===== config.mk =====
export PLATFORM = sky130hd
export DESIGN_NAME = proc_sequencer_flat
export DESIGN_NICKNAME = d
export VERILOG_FILES = /design/src/rtl/proc_sequencer_if.sv /design/src/rtl/proc_sequencer.sv /design/src/flat_wrapper.sv
export SDC_FILE = /design/constraint.sdc
export NUM_CORES = 1
export LEC_CHECK = 0
export ABC_AREA = 1
export CORE_AREA = 3 3 172 174
export CTS_BUF_LIST = sky130_fd_sc_hd__clkbuf_16
export DETAILED_ROUTE_END_ITERATION = 6
export DIE_AREA = 0 0 175 177
export PLACE_DENSITY = 0.76
export SYNTH_ARGS = -nofsm -noshare
export SYNTH_HDL_FRONTEND = slang
export SYNTH_SLANG_ARGS = --single-unit

===== constraint.sdc =====
create_clock -name clk -period 9 [get_ports clk]
set_input_delay 1.8 -clock clk [delete_from_list [all_inputs] [get_ports clk]]
set_output_delay 1.8 -clock clk [all_outputs]
set_load 0.03 [all_outputs]

===== src/rtl/proc_sequencer_if.sv =====
// Bus bundle between the sequencer and its host: run control, the
// instruction ROM port, the register display port and status flags.
// The master side is the sequencer itself; the slave side is the host/ROM.
interface proc_sequencer_if;
   logic        start;      // run request, looked at only in IDLE or HALT
   logic [4:0]  address;    // instruction ROM address (= pc)
   logic [22:0] code;       // instruction word, combinational from address
   logic [2:0]  reg_sel;    // register display selector
   logic [15:0] reg_data;   // contents of register reg_sel
   logic        busy;       // FETCH, EXEC or DIVIDE
   logic        halted;     // HALT state
   logic        illegal;    // sticky: an undefined opcode was executed
   logic [2:0]  dbg_state;  // current FSM state encoding, for observation

   modport master (
      input  start, code, reg_sel,
      output address, reg_data, busy, halted, illegal, dbg_state
   );

   modport slave (
      output start, code, reg_sel,
      input  address, reg_data, busy, halted, illegal, dbg_state
   );
endinterface


===== src/rtl/proc_sequencer.sv =====
// Small 16-bit sequencer: fetches 23-bit instructions from a combinational
// ROM, executes register ops in two cycles and DIV/MOD through a 16-step
// restoring divider (18 cycles). Reset is synchronous, active low.
module proc_sequencer (
   input  logic                clk,
   input  logic                reset_n,
   proc_sequencer_if.master    bus
);

   typedef enum logic [2:0] {
      S_IDLE   = 3'd0,
      S_FETCH  = 3'd1,
      S_EXEC   = 3'd2,
      S_DIVIDE = 3'd3,
      S_HALT   = 3'd4
   } state_t;

   localparam logic [3:0] OP_HALT = 4'b0000;
   localparam logic [3:0] OP_LOAD = 4'b0001;
   localparam logic [3:0] OP_MOV  = 4'b0010;
   localparam logic [3:0] OP_ADD  = 4'b0011;
   localparam logic [3:0] OP_SUB  = 4'b0100;
   localparam logic [3:0] OP_XOR  = 4'b0101;
   localparam logic [3:0] OP_OR   = 4'b0110;
   localparam logic [3:0] OP_AND  = 4'b0111;
   localparam logic [3:0] OP_DIV  = 4'b1000;
   localparam logic [3:0] OP_MOD  = 4'b1001;

   state_t      state_q, state_d;
   logic [4:0]  pc_q, pc_d;
   logic [22:0] ir_q, ir_d;
   logic        illegal_q, illegal_d;
   logic [15:0] regs_q [8];

   // Divider state: quotient/dividend shift register, partial remainder,
   // captured divisor and step counter.
   logic [15:0] dv_quo_q, dv_quo_d;
   logic [15:0] dv_rem_q, dv_rem_d;
   logic [15:0] dv_div_q, dv_div_d;
   logic [3:0]  dv_cnt_q, dv_cnt_d;

   // Register-file write port
   logic        rf_we;
   logic [2:0]  rf_waddr;
   logic [15:0] rf_wdata;

   // Instruction fields, always decoded from the latched instruction
   logic [3:0]  op;
   logic [2:0]  rd, rs;
   logic [15:0] imm;
   logic [15:0] rd_val, rs_val;

   assign op     = ir_q[22:19];
   assign rd     = ir_q[18:16];
   assign rs     = ir_q[15:13];
   assign imm    = ir_q[15:0];
   assign rd_val = regs_q[rd];
   assign rs_val = regs_q[rs];

   // One restoring-division step. With a zero divisor every trial succeeds,
   // so the quotient fills with ones (FFFF) and the remainder ends up equal
   // to the dividend, i.e. the original Rd.
   logic [16:0] rem_shift;
   logic [17:0] trial;
   logic        q_bit;
   logic [15:0] rem_next, quo_next;

   assign rem_shift = {dv_rem_q, dv_quo_q[15]};
   assign trial     = {1'b0, rem_shift} - {2'b00, dv_div_q};
   assign q_bit     = ~trial[17];
   assign rem_next  = q_bit ? trial[15:0] : rem_shift[15:0];
   assign quo_next  = {dv_quo_q[14:0], q_bit};

   // Next-state, datapath control and register-file write selection
   always_comb begin
      state_d   = state_q;
      pc_d      = pc_q;
      ir_d      = ir_q;
      illegal_d = illegal_q;
      dv_quo_d  = dv_quo_q;
      dv_rem_d  = dv_rem_q;
      dv_div_d  = dv_div_q;
      dv_cnt_d  = dv_cnt_q;
      rf_we     = 1'b0;
      rf_waddr  = rd;
      rf_wdata  = 16'h0000;

      case (state_q)
         S_IDLE, S_HALT: begin
            if (bus.start) begin
               pc_d    = 5'd0;
               state_d = S_FETCH;
            end
         end

         S_FETCH: begin
            ir_d    = bus.code;
            state_d = S_EXEC;
         end

         S_EXEC: begin
            pc_d    = pc_q + 5'd1;
            state_d = S_FETCH;
            case (op)
               OP_HALT: begin
                  pc_d    = pc_q;
                  state_d = S_HALT;
               end
               OP_LOAD: begin rf_we = 1'b1; rf_wdata = imm;             end
               OP_MOV:  begin rf_we = 1'b1; rf_wdata = rs_val;          end
               OP_ADD:  begin rf_we = 1'b1; rf_wdata = rd_val + rs_val; end
               OP_SUB:  begin rf_we = 1'b1; rf_wdata = rd_val - rs_val; end
               OP_XOR:  begin rf_we = 1'b1; rf_wdata = rd_val ^ rs_val; end
               OP_OR:   begin rf_we = 1'b1; rf_wdata = rd_val | rs_val; end
               OP_AND:  begin rf_we = 1'b1; rf_wdata = rd_val & rs_val; end
               OP_DIV, OP_MOD: begin
                  // Operands captured now, so rd == rs divides the old value
                  pc_d     = pc_q;
                  dv_quo_d = rd_val;
                  dv_rem_d = 16'h0000;
                  dv_div_d = rs_val;
                  dv_cnt_d = 4'd0;
                  state_d  = S_DIVIDE;
               end
               default: illegal_d = 1'b1;
            endcase
         end

         S_DIVIDE: begin
            dv_quo_d = quo_next;
            dv_rem_d = rem_next;
            dv_cnt_d = dv_cnt_q + 4'd1;
            if (dv_cnt_q == 4'd15) begin
               rf_we    = 1'b1;
               rf_wdata = (op == OP_DIV) ? quo_next : rem_next;
               pc_d     = pc_q + 5'd1;
               state_d  = S_FETCH;
            end
         end

         default: state_d = S_IDLE;
      endcase
   end

   // State, pc, instruction register, sticky flag and divider registers
   always_ff @(posedge clk) begin
      if (!reset_n) begin
         state_q   <= S_IDLE;
         pc_q      <= 5'd0;
         ir_q      <= 23'd0;
         illegal_q <= 1'b0;
         dv_quo_q  <= 16'h0000;
         dv_rem_q  <= 16'h0000;
         dv_div_q  <= 16'h0000;
         dv_cnt_q  <= 4'd0;
      end else begin
         state_q   <= state_d;
         pc_q      <= pc_d;
         ir_q      <= ir_d;
         illegal_q <= illegal_d;
         dv_quo_q  <= dv_quo_d;
         dv_rem_q  <= dv_rem_d;
         dv_div_q  <= dv_div_d;
         dv_cnt_q  <= dv_cnt_d;
      end
   end

   // Register file: cleared by reset, which also drops any pending write
   always_ff @(posedge clk) begin
      if (!reset_n) begin
         for (int i = 0; i < 8; i++) regs_q[i] <= 16'h0000;
      end else if (rf_we) begin
         regs_q[rf_waddr] <= rf_wdata;
      end
   end

   assign bus.address   = pc_q;
   assign bus.reg_data  = regs_q[bus.reg_sel];
   assign bus.busy      = (state_q == S_FETCH) || (state_q == S_EXEC) ||
                          (state_q == S_DIVIDE);
   assign bus.halted    = (state_q == S_HALT);
   assign bus.illegal   = illegal_q;
   assign bus.dbg_state = state_q;

endmodule


===== src/flat_wrapper.sv =====
// flat-port wrapper written by rule: the top's interface ports become plain ports
module proc_sequencer_flat 
  (clk, reset_n, bus_start, bus_code, bus_reg_sel, bus_address, bus_reg_data, bus_busy, bus_halted, bus_illegal, bus_dbg_state);
  proc_sequencer_if bus_i ();
  input  logic clk;
  input  logic reset_n;
  input wire logic [$bits(bus_i.start)-1:0] bus_start;
  input wire logic [$bits(bus_i.code)-1:0] bus_code;
  input wire logic [$bits(bus_i.reg_sel)-1:0] bus_reg_sel;
  output wire logic [$bits(bus_i.address)-1:0] bus_address;
  output wire logic [$bits(bus_i.reg_data)-1:0] bus_reg_data;
  output wire logic [$bits(bus_i.busy)-1:0] bus_busy;
  output wire logic [$bits(bus_i.halted)-1:0] bus_halted;
  output wire logic [$bits(bus_i.illegal)-1:0] bus_illegal;
  output wire logic [$bits(bus_i.dbg_state)-1:0] bus_dbg_state;
  assign bus_i.start = bus_start;
  assign bus_i.code = bus_code;
  assign bus_i.reg_sel = bus_reg_sel;
  assign bus_address = bus_i.address;
  assign bus_reg_data = bus_i.reg_data;
  assign bus_busy = bus_i.busy;
  assign bus_halted = bus_i.halted;
  assign bus_illegal = bus_i.illegal;
  assign bus_dbg_state = bus_i.dbg_state;
  proc_sequencer u_core (.clk(clk), .reset_n(reset_n), .bus(bus_i));
endmodule

==> results.yml, run 1 <==
outcome:
  outcome: "finished clean"
clocking:
  ctsRootBufferMaster: "sky130_fd_sc_hd__clkbuf_16"
  tritoncts: "built"
  postCtsSetupRepairBufs: 0
  post_cts_hold_buffer_count: 0
  worst_setup_hold_path_clk_slew_ps: 60
  h-tree-depth: 1
  numClockSinks: 218
  cts_resized: 0
  cts_buffer_depth: 3
  numCtsBuffers: 23
  worstSkewPairLatency_ps: 530
place:
  post_dp_cell_area_um2: 15700
  gpl.final_weighted_congestion: 0.966
  place_hpwl_um: 33200
  numPortBuffers: 55
cells_and_area:
  multi_input_comb_area_um2: 7800
  ff_latch_area_um2: 5650
  finalCoreUtilization: 0.587
  finish.net_count: 2203
  n_antenna_cell: 0
  fillers: 2654
  drive_above_1_share: 0.0480
  finalInstanceArea_um2: 16400
  area_growth_syn_to_layout_pct: 9.85
drt:
  routed_wirelength_um: 50100
  dr.pass1.iters: 6
  num_vias: 15200
  drt_iter0_markers: 1902
  wl_per_cell_um: 20.0
  drcViolationCount: 0
  postRouteAntennaNets: 0
  routed_via_density: 6.07
die:
  die-area_um2: 31000
  dieWidth_um: 175
  initial_utilization: 0.534
  io_pins: 56
  die_h_um: 177
  fp.coreArea_um2: 27900
  rows: 61
yosys:
  synth.most_common_cell: "sky130_fd_sc_hd__nand2_1"
  synth_edf_count: 128
  netlist-cell-type-count: 46
  synthTopCellsByArea: "sky130_fd_sc_hd__edfxtp_1 26%, sky130_fd_sc_hd__dfxtp_1 12%, sky130_fd_sc_hd__nand2_1 12%, sky130_fd_sc_hd__a21oi_1 8.2%, sky130_fd_sc_hd__o21ai_0 7.5%"
  ys_seq_area_frac: 0.378
  postSynthRegisterBits: 218
  synthesis.instances: 2111
  avgSynthCellArea_um2: 7.07
  post_synth_xor_area_fraction: 0.0170
  synth.net_count: 2208
  ys.flop_type: "sky130_fd_sc_hd__edfxtp_1"
  synth_largest_type_area_fraction: 0.258
  area_share_of_fa_ha_maj_cells_after_synthesis: 0.0580
  synth-compound-area-share: 0.220
  synth_top_family_by_area: "simple AND/OR/NAND/NOR gates"
  synth_top_cell_by_area: "sky130_fd_sc_hd__edfxtp_1"
  synth-simple-area-share: 0.227
  ys_async_sr_fraction: 0
  synth_area_um2: 14900
  synth.yosys.warnings: 0
  post_synth_mux_area_share: 0
  synth.top_cells.by_count: "463 x sky130_fd_sc_hd__nand2_1, 257 x sky130_fd_sc_hd__inv_1, 244 x sky130_fd_sc_hd__a21oi_1"
global_routing:
  first_global_vias: 13900
  grt_start_max_net_pins: 76
  grt_antenna_before_repair: 0
  total_congestion_overflow_after_global_routing: 0
  grt_pass1_wl_um: 76900
  grt_use_total: 0.315
timing:
  finalCriticalPeriod_ps: 6570
  slew_violations: 0
  finalHoldViolCount: 0
  worst_slew_pin_slew_ps: 1270
  clock.fmax_mhz: 152
  max_slew_headroom: 0.145
  rsz0062_at_grt: "false"
  fin_crit_sh: 0.730
  timing.final.setup_violations: 0
  final_setup_skew_ps: 14.8
  fin_tns_setup_ps: 0
setup_path:
  worst-path-max-fanout: 27
  cp_data_arrival_time_ps: 4770
  start_kind: "input port"
  timing.setup.critical_path_class: "input port to output port"
  worstPathRequired_ps: 7200
  cp-end-kind: "output port"
worst_hold_path:
  min_delay_worst_type: "flip-flop to flip-flop"
pwr:
  total_leakage_power_nw: 6.86
  worst_ir_drop_vdd_mv: 0.235
  power_density_nw_per_um2: 370
job:
  cap_viol_max_count: 0
-- worst max-delay path, cell delays in order --
cell and delay [ps]:
sky130_fd_sc_hd__clkdlybuf4s50_1 460, sky130_fd_sc_hd__buf_4 300, sky130_fd_sc_hd__clkinv_1 510, sky130_fd_sc_hd__buf_4 420
sky130_fd_sc_hd__a21oi_1 160, sky130_fd_sc_hd__a221oi_1 90, sky130_fd_sc_hd__a31oi_1 280, sky130_fd_sc_hd__clkdlybuf4s50_1 720
-- layout make-up --
type,count,share of cell area
Clock buffer,24,0.0367
Sequential cell,218,0.345
Inverter,268,0.0614
Clock inverter,18,0.00657
Tap cell,378,0.0289
Timing Repair Buffer,82,0.0457
Multi-Input combinational cell,1513,0.476
-- layout by cell type (no fill, tap or decap), types with 6 or more instances in the layout --
cell type	count
sky130_fd_sc_hd__o2111ai_1	6
sky130_fd_sc_hd__buf_4	27
sky130_fd_sc_hd__xor2_1	20
sky130_fd_sc_hd__nand3_1	109
sky130_fd_sc_hd__o22ai_1	6
sky130_fd_sc_hd__inv_1	260
sky130_fd_sc_hd__a221oi_1	28
sky130_fd_sc_hd__xnor2_1	9
sky130_fd_sc_hd__nand2_2	9
sky130_fd_sc_hd__nand4_1	10
sky130_fd_sc_hd__a21o_1	6
sky130_fd_sc_hd__edfxtp_1	128
sky130_fd_sc_hd__clkbuf_16	24
sky130_fd_sc_hd__dfxtp_1	88
sky130_fd_sc_hd__nor3_1	8
sky130_fd_sc_hd__o21ai_0	224
sky130_fd_sc_hd__clkinv_1	15
sky130_fd_sc_hd__o211ai_1	15
sky130_fd_sc_hd__or2_2	17
sky130_fd_sc_hd__clkdlybuf4s50_1	54
sky130_fd_sc_hd__nor2_1	193
sky130_fd_sc_hd__o21bai_1	6
sky130_fd_sc_hd__nand2_1	463
sky130_fd_sc_hd__a31oi_1	43
sky130_fd_sc_hd__ha_1	66
sky130_fd_sc_hd__a21oi_1	244
-- flip-flops by register name (all words and copies together) (netlist names), named ones only --
name and count:
u_core.bus.dbg_state 3, u_core.dv_quo_q 16, u_core.ir_q 23, u_core.bus.address 5, u_core.dv_cnt_q 4, u_core.dv_div_q 16, u_core.dv_rem_q 16, u_core.bus.illegal 1
u_core.regs_q 128
-- layer usage --
metal / part of all wire / vias to the layer above / routed length (um) / global-route usage
li1: - / 7060 / - / -
met4: 0.045 / 0 / 2240 / 0.138
met5: 0 / - / 0 / 0
met3: 0.11 / 155 / 5450 / 0.0450
met2: 0.46 / 932 / 23000 / 0.515
met1: 0.39 / 7023 / 19400 / 0.419
-- worst paths after layout --
check / from / to / slack [ps] / cells after the start
setup reg to reg: flip-flop / u_core.regs_q[5][5] / 2820 / 21
hold / removal: u_core.ir_q[1] / u_core.ir_q[1] / 470 / 2
setup / recovery: bus_reg_sel[1] / bus_reg_data[13] / 2430 / 8
hold reg to reg: u_core.ir_q[1] / u_core.ir_q[1] / 470 / 2
-- report_power, final --
group          switching, mW  internal (mW)  leakage, nW  total [mW]
logic                   2.75           1.16         4.44        3.92
registers             0.0676           1.16         2.05        1.22
clock network          0.406          0.510        0.362       0.915
total                   3.23           2.83         6.86        6.06
-- stage by stage --
| stage | hold slack (ps) | power, mW | setup slack [ps] | cells |
|---|---|---|---|---|
| detailed placement | 458 | 5.02 | 2500 | 2459 |
| global placement | 453 | 4.97 | 2550 | 2459 |
| finish | 470 | 6.06 | 2430 | 2501 |
| global route | 497 | 6.50 | 2310 | 2501 |
| floorplan | 430 | 3.94 | 3820 | 2111 |
| CTS | 467 | 5.95 | 2490 | 2501 |
-- cells by family after synthesis --
group / after synthesis
compound gates: 594
fa+ha+maj: 68
xor+xnor: 29
flops: 218
buf+inv: 380
simple gates: 822
Power figures use the tool's default switching activity.
==> run 2, diff against run 1 <==
clock period = 6.13 ns   (was 9 ns; I/O delays follow)
==> run 2 against run 1 <==
Compared with the run above:
- setup slack got worse by 1300 ps
- the run now ends with design-rule violations left
- via count increased by 0.18%
- largest cell class unchanged
- register-to-register slack got worse by 1700 ps
- highest routed layer unchanged
- non-clock buffer count increased by 8
==> results.yml, run 2 (same netlist as run 1, synthesis figures left out) <==
pwr:
  total_power_mw: 9.04
  worst_ir_drop_vdd_mv: 0.316
  power_density_nw_per_um2: 547
  total_leakage_power_nw: 6.93
setup_path:
  critical_path.cell_chain: "clkdlybuf4s50_1 > inv_1 > a221oi_1 > a31oi_1 > clkdlybuf4s50_1"
  timing.critical_path.max_delay_family: "buffers and inverters"
  worstSetupPathDepth: 5
  start_kind: "input port"
  rr_endpoint: "u_core.regs_q[7][13]"
  r2r.worst_path.cells: 24
  crit_start: "bus_reg_sel[2]"
  crit_top_cell: "sky130_fd_sc_hd__clkdlybuf4s50_1"
  cp_data_arrival_time_ps: 3810
  cp-end-kind: "output port"
  worstPathRequired_ps: 4900
  timing.setup.critical_path_class: "input port to output port"
  worst_setup_path_endpoint: "bus_reg_data[11]"
  worst-path-max-fanout: 24
  reg2reg_slack_ps: 1150
  critical_path.n_buffers_inverters: 3
  worst_path_max_delay_cell: "sky130_fd_sc_hd__inv_1"
  cp_slowest_stage_delay_ps: 800
cells_and_area:
  finalCoreUtilization: 0.591
  area_growth_syn_to_layout_pct: 10.8
  layout_common_cells: "463 x sky130_fd_sc_hd__nand2_1, 262 x sky130_fd_sc_hd__inv_1, 244 x sky130_fd_sc_hd__a21oi_1"
  multi_input_comb_area_um2: 7800
  largest-register: "u_core.regs_q"
  ff_latch_area_um2: 5650
  top_regs: "u_core.regs_q (128), u_core.ir_q (23)"
  number_of_flip_flops_in_the_largest_register: 128
  finish.net_count: 2212
  layout_commonest_cell: "sky130_fd_sc_hd__nand2_1"
  drive_above_1_share: 0.0535
  fillers: 2618
  n_antenna_cell: 0
timing:
  clock.fmax_mhz: 198
  slew_violations: 0
  timing.final.setup_violations: 0
  max_slew_headroom: 0.201
  fin_crit_sh: 0.822
  final_setup_skew_ps: 14.3
  rsz0062_at_grt: "false"
  whs_ps: 471
  fin_tns_setup_ps: 0
  finalHoldViolCount: 0
  worst_slew_pin_slew_ps: 1190
  finalCriticalPeriod_ps: 5040
die:
  io_pins: 56
  die-area_um2: 31000
  rows: 61
  initial_utilization: 0.534
  dieWidth_um: 175
  die_h_um: 177
  fp.coreArea_um2: 27900
clocking:
  post_cts_hold_buffer_count: 0
  ctsRootBufferMaster: "sky130_fd_sc_hd__clkbuf_16"
  tritoncts: "built"
  worst_setup_hold_path_clk_slew_ps: 50
  h-tree-depth: 1
  numClockSinks: 218
  numCtsBuffers: 24
  cts_buffer_depth: 3
  cts_resized: 0
  worstSkewPairLatency_ps: 540
  postCtsSetupRepairBufs: 0
drt:
  dr.pass1.iters: 7
  drcViolationCount: 7
  num_vias: 15200
  drt_iter0_markers: 2000
  wl_per_cell_um: 20.6
  routed_wirelength_um: 51700
  postRouteAntennaNets: 0
  routed_via_density: 6.05
worst_hold_path:
  min_delay_worst_type: "flip-flop to flip-flop"
  worstHoldStart: "u_core.ir_q[4]"
global_routing:
  total_congestion_overflow_after_global_routing: 0
  grt_use_total: 0.328
  grt_antenna_before_repair: 0
  grt_pass1_wl_um: 79700
  first_global_vias: 14200
  grt_start_max_net_pins: 75
place:
  numPortBuffers: 55
  gpl.final_weighted_congestion: 0.963
  place_hpwl_um: 34800
outcome:
  violations: "design-rule violations"
  outcome: "complete, but fails checks"
job:
  cap_viol_max_count: 0
run 2: cell count changes in the layout (fill, tap and decap cells not counted):
cell | previous run | this run
sky130_fd_sc_hd__clkinv_2 | 4 | 3
sky130_fd_sc_hd__clkinv_8 | 0 | 1
sky130_fd_sc_hd__clkdlybuf4s50_1 | 54 | 52
sky130_fd_sc_hd__inv_6 | 1 | 0
sky130_fd_sc_hd__buf_4 | 27 | 34
sky130_fd_sc_hd__clkinv_1 | 15 | 12
sky130_fd_sc_hd__inv_1 | 260 | 262
sky130_fd_sc_hd__bufinv_16 | 1 | 2
sky130_fd_sc_hd__clkinvlp_4 | 1 | 3
sky130_fd_sc_hd__buf_12 | 0 | 3
run 2: worst min-delay path by stage:
stage	endpoint	slack [ps]	cells after the start
after CTS	u_core.ir_q[4]	470	2
final	u_core.ir_q[4]	470	2
after global routing	u_core.dv_rem_q[7]	500	2
after detailed placement	u_core.ir_q[4]	460	2
after global placement	u_core.ir_q[8]	450	2
after floorplan	u_core.ir_q[11]	430	2
run 2: layout make-up:
class                           instances  share of cell area
Sequential cell                       218               0.342
Inverter                              268              0.0609
Clock inverter                         19             0.00916
Clock buffer                           24              0.0364
Multi-Input combinational cell       1513               0.472
Tap cell                              378              0.0286
Timing Repair Buffer                   90              0.0509
run 2: worst register-to-register path, stage by stage, from the launching register on:
cell and delay, ps:
sky130_fd_sc_hd__dfxtp_1 340, sky130_fd_sc_hd__clkinv_1 550, sky130_fd_sc_hd__o211ai_1 310, sky130_fd_sc_hd__nand2_1 90
sky130_fd_sc_hd__nand2_1 60, sky130_fd_sc_hd__nand2_1 180, sky130_fd_sc_hd__inv_1 160, sky130_fd_sc_hd__ha_1 200
sky130_fd_sc_hd__nand2_1 70, sky130_fd_sc_hd__nor2_1 100, sky130_fd_sc_hd__nand3_1 100, sky130_fd_sc_hd__nor3_1 220
sky130_fd_sc_hd__nand3_1 100, sky130_fd_sc_hd__nand2_1 140, sky130_fd_sc_hd__nand2_1 80, sky130_fd_sc_hd__xor2_1 150
sky130_fd_sc_hd__ha_1 390, sky130_fd_sc_hd__a21oi_1 210, sky130_fd_sc_hd__nand2_1 100, sky130_fd_sc_hd__a21oi_1 170
sky130_fd_sc_hd__nand3_1 100, sky130_fd_sc_hd__nand2_1 60, sky130_fd_sc_hd__nor2_1 80, sky130_fd_sc_hd__o21ai_1 550
sky130_fd_sc_hd__a21oi_1 180
run 2: routing by layer:
layer  wire (um)  GRT usage  up-vias
met2       23100      0.532      957
met5           0          0        -
met3        5670     0.0609      182
met4        2590      0.146        0
met1       20400      0.429     6982
li1            -          -     7077
run 2: through the flow:
step	instances	worst slack, ps	instance area, um2
6_report	2510	1090	16500
5_1_grt	2510	828	16500
4_1_cts	2510	1190	16500
3_3_place_gp	2467	1260	15800
2_1_floorplan	2111	2090	14900
3_5_place_dp	2467	1210	15800
run 2: report_power, final:
group / total [mW] / switching, mW / internal, mW
Combinational: 5.83 / 4.09 / 1.74
Clock: 1.41 / 0.614 / 0.795
Sequential: 1.80 / 0.102 / 1.70
Total: 9.04 / 4.81 / 4.23
==> run 3, diff against run 2 <==
clock period = 5.2 ns   (was 6.13 ns; I/O delays follow)
==> run 3 against run 2 <==
Compared with the run above:
- the flow now finishes without violations
- clock power is 21% higher
- clock skew is 3.1 ps higher
- sequential power is 19% higher
- setup slack worse by 470 ps
- cell area is 1.0% higher
- first-iteration DRC count is 2.9% higher
- die area stayed put
- hold slack worse by 5.4 ps
- sequential cell count stayed put
- non-clock buffer count is 23 higher
==> results.yml, run 3 (same netlist as run 1, synthesis figures left out) <==
timing:
  clock.fmax_mhz: 218
  final_setup_skew_ps: 17.4
  whs_ps: 465
  slew_violations: 0
  timing.final.setup_violations: 0
  rsz0062_at_grt: "false"
  max_slew_headroom: 0.288
  fin_crit_sh: 0.881
  finalCriticalPeriod_ps: 4580
  finalHoldViolCount: 0
  worst_slew_pin_slew_ps: 1060
  timing.final.ws_setup_ps: 621
  fin_tns_setup_ps: 0
pwr:
  total_power_mw: 10.9
  p_int_mw: 5.14
  seq_power_share: 0.198
  power_frac_clock: 0.157
  pwr-share-comb: 0.645
  switching_share: 0.528
  netSwitchingPower_mw: 5.74
  total_leakage_power_nw: 7.07
  power_density_nw_per_um2: 652
  worst_ir_drop_vdd_mv: 0.376
cells_and_area:
  top_regs: "u_core.regs_q (128), u_core.ir_q (23)"
  area_growth_syn_to_layout_pct: 11.9
  drive_above_1_share: 0.0701
  number_of_flip_flops_in_the_largest_register: 128
  ff_latch_area_um2: 5650
  largest-register: "u_core.regs_q"
  multi_input_comb_area_um2: 7800
  finish.net_count: 2235
  layout_commonest_cell: "sky130_fd_sc_hd__nand2_1"
  n_antenna_cell: 0
  fillers: 2585
  layout_common_cells: "463 x sky130_fd_sc_hd__nand2_1, 260 x sky130_fd_sc_hd__inv_1, 244 x sky130_fd_sc_hd__a21oi_1"
worst_hold_path:
  min_delay_worst_type: "flip-flop to flip-flop"
  worstHoldStart: "u_core.ir_q[1]"
drt:
  routed_wirelength_um: 51700
  dr.pass1.iters: 6
  postRouteAntennaNets: 0
  wl_per_cell_um: 20.4
  num_vias: 15300
  drcViolationCount: 0
  drt_iter0_markers: 2059
  routed_via_density: 6.05
clocking:
  numCtsBuffers: 24
  h-tree-depth: 1
  postCtsSetupRepairBufs: 0
  post_cts_hold_buffer_count: 0
  tritoncts: "built"
  worstSkewPairLatency_ps: 530
  worst_setup_hold_path_clk_slew_ps: 60
  cts_buffer_depth: 3
  cts_resized: 0
  ctsRootBufferMaster: "sky130_fd_sc_hd__clkbuf_16"
  numClockSinks: 218
global_routing:
  grt_pass1_wl_um: 79400
  grt_use_total: 0.326
  grt_antenna_before_repair: 0
  total_congestion_overflow_after_global_routing: 0
  grt_start_max_net_pins: 75
  first_global_vias: 14200
die:
  dieWidth_um: 175
  io_pins: 56
  die-area_um2: 31000
  rows: 61
  fp.coreArea_um2: 27900
  die_h_um: 177
  initial_utilization: 0.534
setup_path:
  cp-end-kind: "flip-flop"
  timing.setup.critical_path_class: "flip-flop to flip-flop"
  worst-path-max-fanout: 20
  start_kind: "flip-flop"
  cp_data_arrival_time_ps: 4830
  worstPathRequired_ps: 5450
outcome:
  outcome: "finished clean"
place:
  placement.setup.worst_slack_ps: 783
  numPortBuffers: 55
  gpl.final_weighted_congestion: 1.01
  place_hpwl_um: 36100
job:
  cap_viol_max_count: 0
run 3: cell types whose count changed in the layout (fill, tap and decap cells not counted), sizes merged:
cell | previous run | this run
buf | 38 | 74
clkdlybuf4s50 | 52 | 39
clkinv | 16 | 19
clkinvlp | 3 | 0
inv | 266 | 264
bufinv | 2 | 3
clkbuf | 24 | 25
run 3: worst max-delay path, cell delays in order (launching register included):
cell                       delay [ps]
sky130_fd_sc_hd__dfxtp_2          520
sky130_fd_sc_hd__buf_4            300
sky130_fd_sc_hd__nand2_1           80
sky130_fd_sc_hd__o211ai_1          80
sky130_fd_sc_hd__nand2_1           70
sky130_fd_sc_hd__nand2_1           60
sky130_fd_sc_hd__nand2_1          210
sky130_fd_sc_hd__inv_1            180
sky130_fd_sc_hd__ha_1             180
sky130_fd_sc_hd__nand2_1           70
sky130_fd_sc_hd__nor2_1           110
sky130_fd_sc_hd__nand3_1           90
sky130_fd_sc_hd__nor3_1           280
sky130_fd_sc_hd__nand3_1          110
sky130_fd_sc_hd__nand2_1          130
sky130_fd_sc_hd__nand2_1           90
sky130_fd_sc_hd__xor2_1           150
sky130_fd_sc_hd__ha_1             420
sky130_fd_sc_hd__inv_1            100
sky130_fd_sc_hd__nor3_1           250
sky130_fd_sc_hd__nand3_1          140
sky130_fd_sc_hd__nand2_1           90
sky130_fd_sc_hd__nand2_1           50
sky130_fd_sc_hd__nand3_1          100
sky130_fd_sc_hd__nand4_1          110
sky130_fd_sc_hd__nand2_1          220
sky130_fd_sc_hd__a21oi_1          110
run 3: through the flow:
step	std cells	area [um2]	utilization
3_5_place_dp	2490	15900	0.570
4_1_cts	2533	16700	0.598
6_report	2533	16700	0.598
3_3_place_gp	2490	15900	0.570
5_1_grt	2533	16700	0.598
2_1_floorplan	2111	14900	-
run 3: path summary, 6_finish.rpt:
path	end	cells after the start	slack [ps]
worst max-delay path	u_core.regs_q[4][14]	26	620
worst min-delay path	u_core.ir_q[1]	2	470
worst max register to register	u_core.regs_q[4][14]	26	620
worst min register to register	u_core.ir_q[1]	2	470
run 3: per-layer routing:
| metal | wire, um | part of all wire | track usage |
|---|---|---|---|
| met2 | 23600 | 0.46 | 0.529 |
| met3 | 5560 | 0.11 | 0.0532 |
| met5 | 0 | 0 | 0 |
| met1 | 20600 | 0.40 | 0.437 |
| met4 | 2020 | 0.039 | 0.129 |
run 3: layout make-up:
| type | instances | share of cell area |
|---|---|---|
| clock inverter | 18 | 0.00944 |
| timing repair buffer | 113 | 0.0588 |
| tap | 378 | 0.0283 |
| multi-input combinational | 1513 | 0.467 |
| clock buffer | 25 | 0.0375 |
| sequential | 218 | 0.338 |
| inverter | 268 | 0.0603 |
run 3: power groups by stage:
stage | Sequential, mW | Combinational [mW] | Clock, mW
after global placement | 2.18 | 6.68 | 0
after global routing | 2.17 | 7.70 | 1.79
after floorplan | 2.14 | 4.68 | 0
after CTS | 2.14 | 6.81 | 1.72
final | 2.15 | 7.02 | 1.71
after detailed placement | 2.18 | 6.75 | 0
